**config.mk**
```make
export PLATFORM = sky130hd
export DESIGN_NAME = multicycle_control
export DESIGN_NICKNAME = d
export VERILOG_FILES = /design/src/rtl/multicycle_control.sv
export SDC_FILE = /design/constraint.sdc
export NUM_CORES = 1
export LEC_CHECK = 0
export CAP_MARGIN = 30
export CORE_MARGIN = 2
export CORE_UTILIZATION = 35
export DETAILED_ROUTE_END_ITERATION = 8
export PLACE_DENSITY = 0.69
export SYNTH_ARGS = -nofsm -noshare
export SYNTH_HDL_FRONTEND = slang
export SYNTH_SLANG_ARGS = --single-unit
```
**constraint.sdc**
```tcl
create_clock -name clk -period 2.5 [get_ports clk]
set_clock_uncertainty 0.15 [all_clocks]
set_input_delay 0.5 -clock clk [delete_from_list [all_inputs] [get_ports clk]]
set_output_delay 0.5 -clock clk [all_outputs]
set_load 0.02 [all_outputs]
```
**src/rtl/multicycle_control.sv**
```systemverilog
// Moore control sequencer for the multi-cycle MIPS datapath: fetch, decode, execute, memory, write-back.
// Optional jump support is built when MULTICYCLE_JUMP_EN is defined; otherwise opcode 0x02 is illegal.
module multicycle_control (
  input  logic       clk,
  input  logic       reset,
  input  logic [5:0] opcode_i,
  input  logic       mem_ready_i,
  output logic       pc_write_o,
  output logic       pc_write_cond_eq_o,
  output logic       pc_write_cond_ne_o,
  output logic [1:0] pc_source_o,
  output logic       i_or_d_o,
  output logic       mem_read_o,
  output logic       mem_write_o,
  output logic       ir_write_o,
  output logic       reg_dst_o,
  output logic       mem_to_reg_o,
  output logic       reg_write_o,
  output logic       alu_src_a_o,
  output logic [1:0] alu_src_b_o,
  output logic [2:0] alu_op_o,
  output logic [3:0] state_o,
  output logic       instr_done_o,
  output logic       illegal_opcode_o
);

  localparam logic [3:0] ST_FETCH     = 4'd0;
  localparam logic [3:0] ST_DECODE    = 4'd1;
  localparam logic [3:0] ST_MEM_ADDR  = 4'd2;
  localparam logic [3:0] ST_MEM_READ  = 4'd3;
  localparam logic [3:0] ST_MEM_WB    = 4'd4;
  localparam logic [3:0] ST_MEM_WRITE = 4'd5;
  localparam logic [3:0] ST_EXEC_R    = 4'd6;
  localparam logic [3:0] ST_WB_R      = 4'd7;
  localparam logic [3:0] ST_BRANCH    = 4'd8;
  localparam logic [3:0] ST_EXEC_I    = 4'd10;
  localparam logic [3:0] ST_WB_I      = 4'd11;
`ifdef MULTICYCLE_JUMP_EN
  localparam logic [3:0] ST_JUMP      = 4'd9;
`endif

  localparam logic [5:0] OP_RTYPE = 6'h00;
  localparam logic [5:0] OP_ADDI  = 6'h08;
  localparam logic [5:0] OP_ORI   = 6'h0D;
  localparam logic [5:0] OP_LW    = 6'h23;
  localparam logic [5:0] OP_SW    = 6'h2B;
  localparam logic [5:0] OP_BEQ   = 6'h04;
  localparam logic [5:0] OP_BNE   = 6'h05;
`ifdef MULTICYCLE_JUMP_EN
  localparam logic [5:0] OP_J     = 6'h02;
`endif

  localparam logic [1:0] PC_SRC_ALU    = 2'b00;
  localparam logic [1:0] PC_SRC_ALUOUT = 2'b01;
`ifdef MULTICYCLE_JUMP_EN
  localparam logic [1:0] PC_SRC_JUMP   = 2'b10;
`endif

  localparam logic [1:0] SRC_B_REG     = 2'b00;
  localparam logic [1:0] SRC_B_FOUR    = 2'b01;
  localparam logic [1:0] SRC_B_IMM     = 2'b10;
  localparam logic [1:0] SRC_B_IMM_SH2 = 2'b11;

  localparam logic [2:0] ALU_ADD   = 3'b000;
  localparam logic [2:0] ALU_SUB   = 3'b001;
  localparam logic [2:0] ALU_FUNCT = 3'b010;
  localparam logic [2:0] ALU_OR    = 3'b011;

  typedef struct packed {
    logic       pc_write;
    logic       cond_eq;
    logic       cond_ne;
    logic [1:0] pc_source;
    logic       i_or_d;
    logic       mem_read;
    logic       mem_write;
    logic       ir_write;
    logic       reg_dst;
    logic       mem_to_reg;
    logic       reg_write;
    logic       alu_src_a;
    logic [1:0] alu_src_b;
    logic [2:0] alu_op;
    logic       instr_done;
  } ctl_t;

  logic [3:0] state_q, state_d;
  logic       illegal_q, illegal_d;
  logic [3:0] dispatch;
  logic       opcode_legal;
  logic [3:0] out_state;
  ctl_t       ctl;
  ctl_t       ctl_out;

  // NOTE: state registers use non-blocking assignments so every flop samples pre-edge values.
  always_ff @(posedge clk) begin
    if (reset) begin
      state_q   <= ST_FETCH;
      illegal_q <= 1'b0;
    end else begin
      state_q   <= state_d;
      illegal_q <= illegal_d;
    end
  end

  // Opcode dispatch target out of DECODE; anything unrecognised retires as a no-op.
  // NOTE: every combinational output gets a default first so no latch is inferred.
  always_comb begin
    dispatch     = ST_FETCH;
    opcode_legal = 1'b1;
    case (opcode_i)
      OP_RTYPE:        dispatch = ST_EXEC_R;
      OP_ADDI, OP_ORI: dispatch = ST_EXEC_I;
      OP_LW, OP_SW:    dispatch = ST_MEM_ADDR;
      OP_BEQ, OP_BNE:  dispatch = ST_BRANCH;
`ifdef MULTICYCLE_JUMP_EN
      OP_J:            dispatch = ST_JUMP;
`endif
      default:         opcode_legal = 1'b0;
    endcase
  end

  always_comb begin
    state_d   = ST_FETCH;
    illegal_d = illegal_q;
    case (state_q)
      ST_FETCH:     state_d = mem_ready_i ? ST_DECODE : ST_FETCH;
      ST_DECODE: begin
        state_d   = dispatch;
        illegal_d = illegal_q | ~opcode_legal;
      end
      ST_MEM_ADDR: begin
        if (opcode_i == OP_LW)      state_d = ST_MEM_READ;
        else if (opcode_i == OP_SW) state_d = ST_MEM_WRITE;
        else                        state_d = ST_FETCH;
      end
      ST_MEM_READ:  state_d = mem_ready_i ? ST_MEM_WB : ST_MEM_READ;
      ST_MEM_WRITE: state_d = mem_ready_i ? ST_FETCH : ST_MEM_WRITE;
      ST_EXEC_R:    state_d = ST_WB_R;
      ST_EXEC_I:    state_d = ST_WB_I;
      default:      state_d = ST_FETCH;
    endcase
  end

  // While reset is held the outputs already present FETCH so no stale write escapes that cycle.
  assign out_state = reset ? ST_FETCH : state_q;

  always_comb begin
    ctl = '0;
    case (out_state)
      ST_FETCH: begin
        ctl.mem_read  = 1'b1;
        ctl.i_or_d    = 1'b0;
        ctl.alu_src_a = 1'b0;
        ctl.alu_src_b = SRC_B_FOUR;
        ctl.alu_op    = ALU_ADD;
        ctl.pc_source = PC_SRC_ALU;
        ctl.ir_write  = mem_ready_i;
        ctl.pc_write  = mem_ready_i;
      end
      ST_DECODE: begin
        ctl.alu_src_a  = 1'b0;
        ctl.alu_src_b  = SRC_B_IMM_SH2;
        ctl.alu_op     = ALU_ADD;
        ctl.instr_done = ~opcode_legal;
      end
      ST_MEM_ADDR: begin
        ctl.alu_src_a = 1'b1;
        ctl.alu_src_b = SRC_B_IMM;
        ctl.alu_op    = ALU_ADD;
      end
      ST_MEM_READ: begin
        ctl.mem_read = 1'b1;
        ctl.i_or_d   = 1'b1;
      end
      ST_MEM_WB: begin
        ctl.reg_dst    = 1'b0;
        ctl.mem_to_reg = 1'b1;
        ctl.reg_write  = 1'b1;
        ctl.instr_done = 1'b1;
      end
      ST_MEM_WRITE: begin
        ctl.mem_write  = 1'b1;
        ctl.i_or_d     = 1'b1;
        ctl.instr_done = mem_ready_i;
      end
      ST_EXEC_R: begin
        ctl.alu_src_a = 1'b1;
        ctl.alu_src_b = SRC_B_REG;
        ctl.alu_op    = ALU_FUNCT;
      end
      ST_WB_R: begin
        ctl.reg_dst    = 1'b1;
        ctl.reg_write  = 1'b1;
        ctl.instr_done = 1'b1;
      end
      ST_EXEC_I: begin
        ctl.alu_src_a = 1'b1;
        ctl.alu_src_b = SRC_B_IMM;
        ctl.alu_op    = (opcode_i == OP_ORI) ? ALU_OR : ALU_ADD;
      end
      ST_WB_I: begin
        ctl.reg_dst    = 1'b0;
        ctl.reg_write  = 1'b1;
        ctl.instr_done = 1'b1;
      end
      ST_BRANCH: begin
        ctl.alu_src_a  = 1'b1;
        ctl.alu_src_b  = SRC_B_REG;
        ctl.alu_op     = ALU_SUB;
        ctl.pc_source  = PC_SRC_ALUOUT;
        ctl.cond_eq    = (opcode_i == OP_BEQ);
        ctl.cond_ne    = (opcode_i == OP_BNE);
        ctl.instr_done = 1'b1;
      end
`ifdef MULTICYCLE_JUMP_EN
      ST_JUMP: begin
        ctl.pc_write   = 1'b1;
        ctl.pc_source  = PC_SRC_JUMP;
        ctl.instr_done = 1'b1;
      end
`endif
      default: ctl = '0;
    endcase
  end

  always_comb begin
    ctl_out = ctl;
    if (reset) begin
      ctl_out.pc_write   = 1'b0;
      ctl_out.cond_eq    = 1'b0;
      ctl_out.cond_ne    = 1'b0;
      ctl_out.ir_write   = 1'b0;
      ctl_out.mem_read   = 1'b0;
      ctl_out.mem_write  = 1'b0;
      ctl_out.reg_write  = 1'b0;
      ctl_out.instr_done = 1'b0;
    end
  end

  assign pc_write_o         = ctl_out.pc_write;
  assign pc_write_cond_eq_o = ctl_out.cond_eq;
  assign pc_write_cond_ne_o = ctl_out.cond_ne;
  assign pc_source_o        = ctl_out.pc_source;
  assign i_or_d_o           = ctl_out.i_or_d;
  assign mem_read_o         = ctl_out.mem_read;
  assign mem_write_o        = ctl_out.mem_write;
  assign ir_write_o         = ctl_out.ir_write;
  assign reg_dst_o          = ctl_out.reg_dst;
  assign mem_to_reg_o       = ctl_out.mem_to_reg;
  assign reg_write_o        = ctl_out.reg_write;
  assign alu_src_a_o        = ctl_out.alu_src_a;
  assign alu_src_b_o        = ctl_out.alu_src_b;
  assign alu_op_o           = ctl_out.alu_op;
  assign instr_done_o       = ctl_out.instr_done;
  assign state_o            = out_state;
  assign illegal_opcode_o   = illegal_q & ~reset;

endmodule

```
==> results_dict.tcl, run 1 <==
set metrics [dict create \
    r2r_slack_ns 0.73 \
    critPathKind "in2out" \
    fp-row-count 16 \
    swShare 0.306 \
    drt_iter0_drc 27 \
    holdPathEnd "illegal_q" \
    final_util 0.655 \
    intPower_mw 0.195 \
    htree_levels 1 \
    drc 0 \
    synth_top_cell_area_share 0.136 \
    yosys-top-cells-area "dfxtp_1 (14%), nor2_1 (7.1%), nor3_1 (6.1%), buf_4 (6.1%), nand2b_1 (4.3%)" \
    drv_slew 0 \
    path_clk_slew_ns 0.04 \
    max_cap_viol_count 0 \
    hp-class "reg2reg" \
    post-route-period-util 0.981 \
    hpwl_um 1870 \
    antennaDiodeCount 0 \
    worst_r2r_endpoint "state_q[0]" \
    cts_made_buffers 3 \
    synth_cell_types 40 \
    required_ns 1.85 \
    start_util 0.371 \
    comb_power_share 0.367 \
    end_kind "output pin" \
    r2r_cells 5 \
    finalCriticalPeriod_ns 2.45 \
    power_switching_mw 0.0862 \
    vdd_drop_max_v 0.000274 \
    post-place-ws_ns -0.793 \
    clkSinkCount 5 \
    drive_gt1_frac 0.392 \
    nNetsFinal 176 \
    postSynthAreaPerCell_um2 6.81 \
    cp_max_fo 6 \
    yosys.area.top_type "dfxtp_1" \
    die_w_um 49.8 \
    vias_per_cell 5.23 \
    yosys_register_bits 5 \
    vias 1009 \
    fin_ws_ns 0.0484 \
    ctsHoldBuffers 0 \
    first_pass_iters 4 \
    die_area_um2 2480 \
    cts_tree "built" \
    antenna_found_initial 0 \
    detail-route-antenna-nets 0 \
    grt_util_all_layers 0.196 \
    cp-start-kind "input port" \
    gp_congestion 0.828 \
    root_buffer "clkbuf_4" \
    max_clock_freq_mhz 408 \
    timing.rr.start "state_q[0]" \
    core_area_um2 1980 \
    die_h_um 49.8 \
    overflow 0 \
    num_io_pins 33 \
    placement.io_buffers 30 \
    clk_latency_ns 0.24 \
    critPathArrivalTime_ns 1.80 \
    cts_max_path_buffers 2 \
    grt_max_degree 14 \
    pwr-share-clk 0.322 \
    syn_area_um2 736 \
    wl_per_cell_um 11.9 \
    grt_pass1_wl_um 3880 \
    final-setup-viol-count 0 \
    share_seq_of_total_power 0.311 \
    synth.yosys.warnings 0 \
    grt_pass1_vias 906 \
    min-delay-start "illegal_q" \
    hold_depth 2 \
    pwr_density_cell_nw_per_um2 217 \
    hold_viol 0 \
    rsz0062_at_grt "yes" \
    ys_seq_area_frac 0.136 \
    synthCells 108 \
    leakagePower_nw 0.641 \
    wirelength_um 2290 \
    status "finished clean" \
    syn_to_final_growth_pct 76.5 \
]
[registers in the layout (all words and copies together), names as in the netlist]
signal,flops
illegal_q,1
state_q,4
[final cells by class]
| class | instances | area [µm²] |
|---|---|---|
| inverters | 3 | 11.3 |
| repair buffers | 63 | 489 |
| clock buffers | 4 | 26.3 |
| fillers | 182 | 683 |
| multi-input cells | 91 | 636 |
| well taps | 27 | 33.8 |
| flip-flops and latches | 5 | 103 |
[per-layer routing]
metal  part of all wire  global-route usage  routed length [µm]  up-vias
met5                  0                   0                   0        -
met4             0.0065              0.0509                  15        0
met3              0.049              0.0303                 113        2
met2               0.50               0.329                1150       35
met1               0.44               0.258                1010      464
li1                   -                   -                   -      508
[worst max path at each step]
stage	depth (start not counted)	start	end	slack, ns
finish	5	reset	state_o[0]	0.05
floorplan	3	opcode_i[1]	alu_op_o[0]	0.01
CTS	5	reset	state_o[1]	0.003
detailed placement	6	opcode_i[1]	alu_op_o[1]	-0.79
global placement	6	opcode_i[1]	alu_op_o[1]	-0.74
global route	6	opcode_i[4]	alu_op_o[1]	-0.009
[Yosys cell counts (all sizes together)]
library cell	number
nand4	2
nor3b	4
xor2	1
buf	9
o211ai	2
a21oi	4
nand3	4
o21ai	8
o41a	1
xnor2	1
nor2	14
inv	2
and3b	2
a31oi	2
o21ba	1
clkbuf	1
o21bai	2
nor2b	6
dfxtp	5
nor3	9
clkinv	1
a21o	1
conb	1
nor4	1
and3	3
a211oi	2
or4b	1
nor4b	2
nand2	8
a2111oi	2
nand3b	1
nand2b	5
[cell families (layout without fill, tap and decap cells)]
| logic type | Yosys count | in the layout | synth area share |
|---|---|---|---|
| other cells | 1 | 2 | 0.00510 |
| xor+xnor | 2 | 2 | 0.0238 |
| buf+inv | 13 | 70 | 0.102 |
| simple gates | 62 | 62 | 0.502 |
| compound gates | 25 | 25 | 0.231 |
| flops | 5 | 5 | 0.136 |
[critical path, cell delays in order]
cell and delay, ns:
dlygate4sd2_1 0.25, buf_4 0.16, nor2b_1 0.15, buf_4 0.14, clkdlybuf4s50_1 0.59
[through the flow]
step           cell area (µm²)  setup TNS [ns]  hold WS (ns)  instances  power, mW
6_report                  1300               0         0.310        193      0.282
5_1_grt                   1300        -0.00869         0.344        193      0.300
4_1_cts                   1310               0         0.316        193      0.282
3_5_place_dp              1260           -7.92         0.306        188      0.193
3_3_place_gp              1260           -7.56         0.298        188      0.191
2_1_floorplan              752               0         0.288        109      0.138
[cells in the final DEF (no fill, tap or decap), types with 3 or more instances in the layout]
master / n
buf_4: 36
nor2_1: 13
o21ai_1: 3
a21oi_1: 4
clkbuf_4: 3
dlymetal6s2s_1: 3
dfxtp_1: 3
nand2_1: 8
clkdlybuf4s50_1: 4
dlygate4sd2_1: 11
nor2b_1: 5
o21ai_0: 4
nor3_1: 7
nand3_1: 3
clkbuf_2: 7
nand2b_1: 3
[power by group through the flow]
stage / clock, mW / sequential [mW] / combinational [mW]
floorplan: 0 / 0.0858 / 0.0519
global placement: 0 / 0.0878 / 0.103
detailed placement: 0 / 0.0879 / 0.105
CTS: 0.0917 / 0.0876 / 0.102
global route: 0.0995 / 0.0882 / 0.112
finish: 0.0907 / 0.0875 / 0.103
[what timing repair did]
action	in CTS	in global routing
setup buffers	1	0
pin swaps	7	5
setup endpoints to repair	21	9
resized for setup	54	19
Power figures use the tool's default switching activity.
==> inputs of run 2 (changes only) <==
- ABC_CLOCK_PERIOD_IN_PS: default -> 2500
==> results of run 2 <==
Final layout, timing and power as in run 1 (identical DEF).
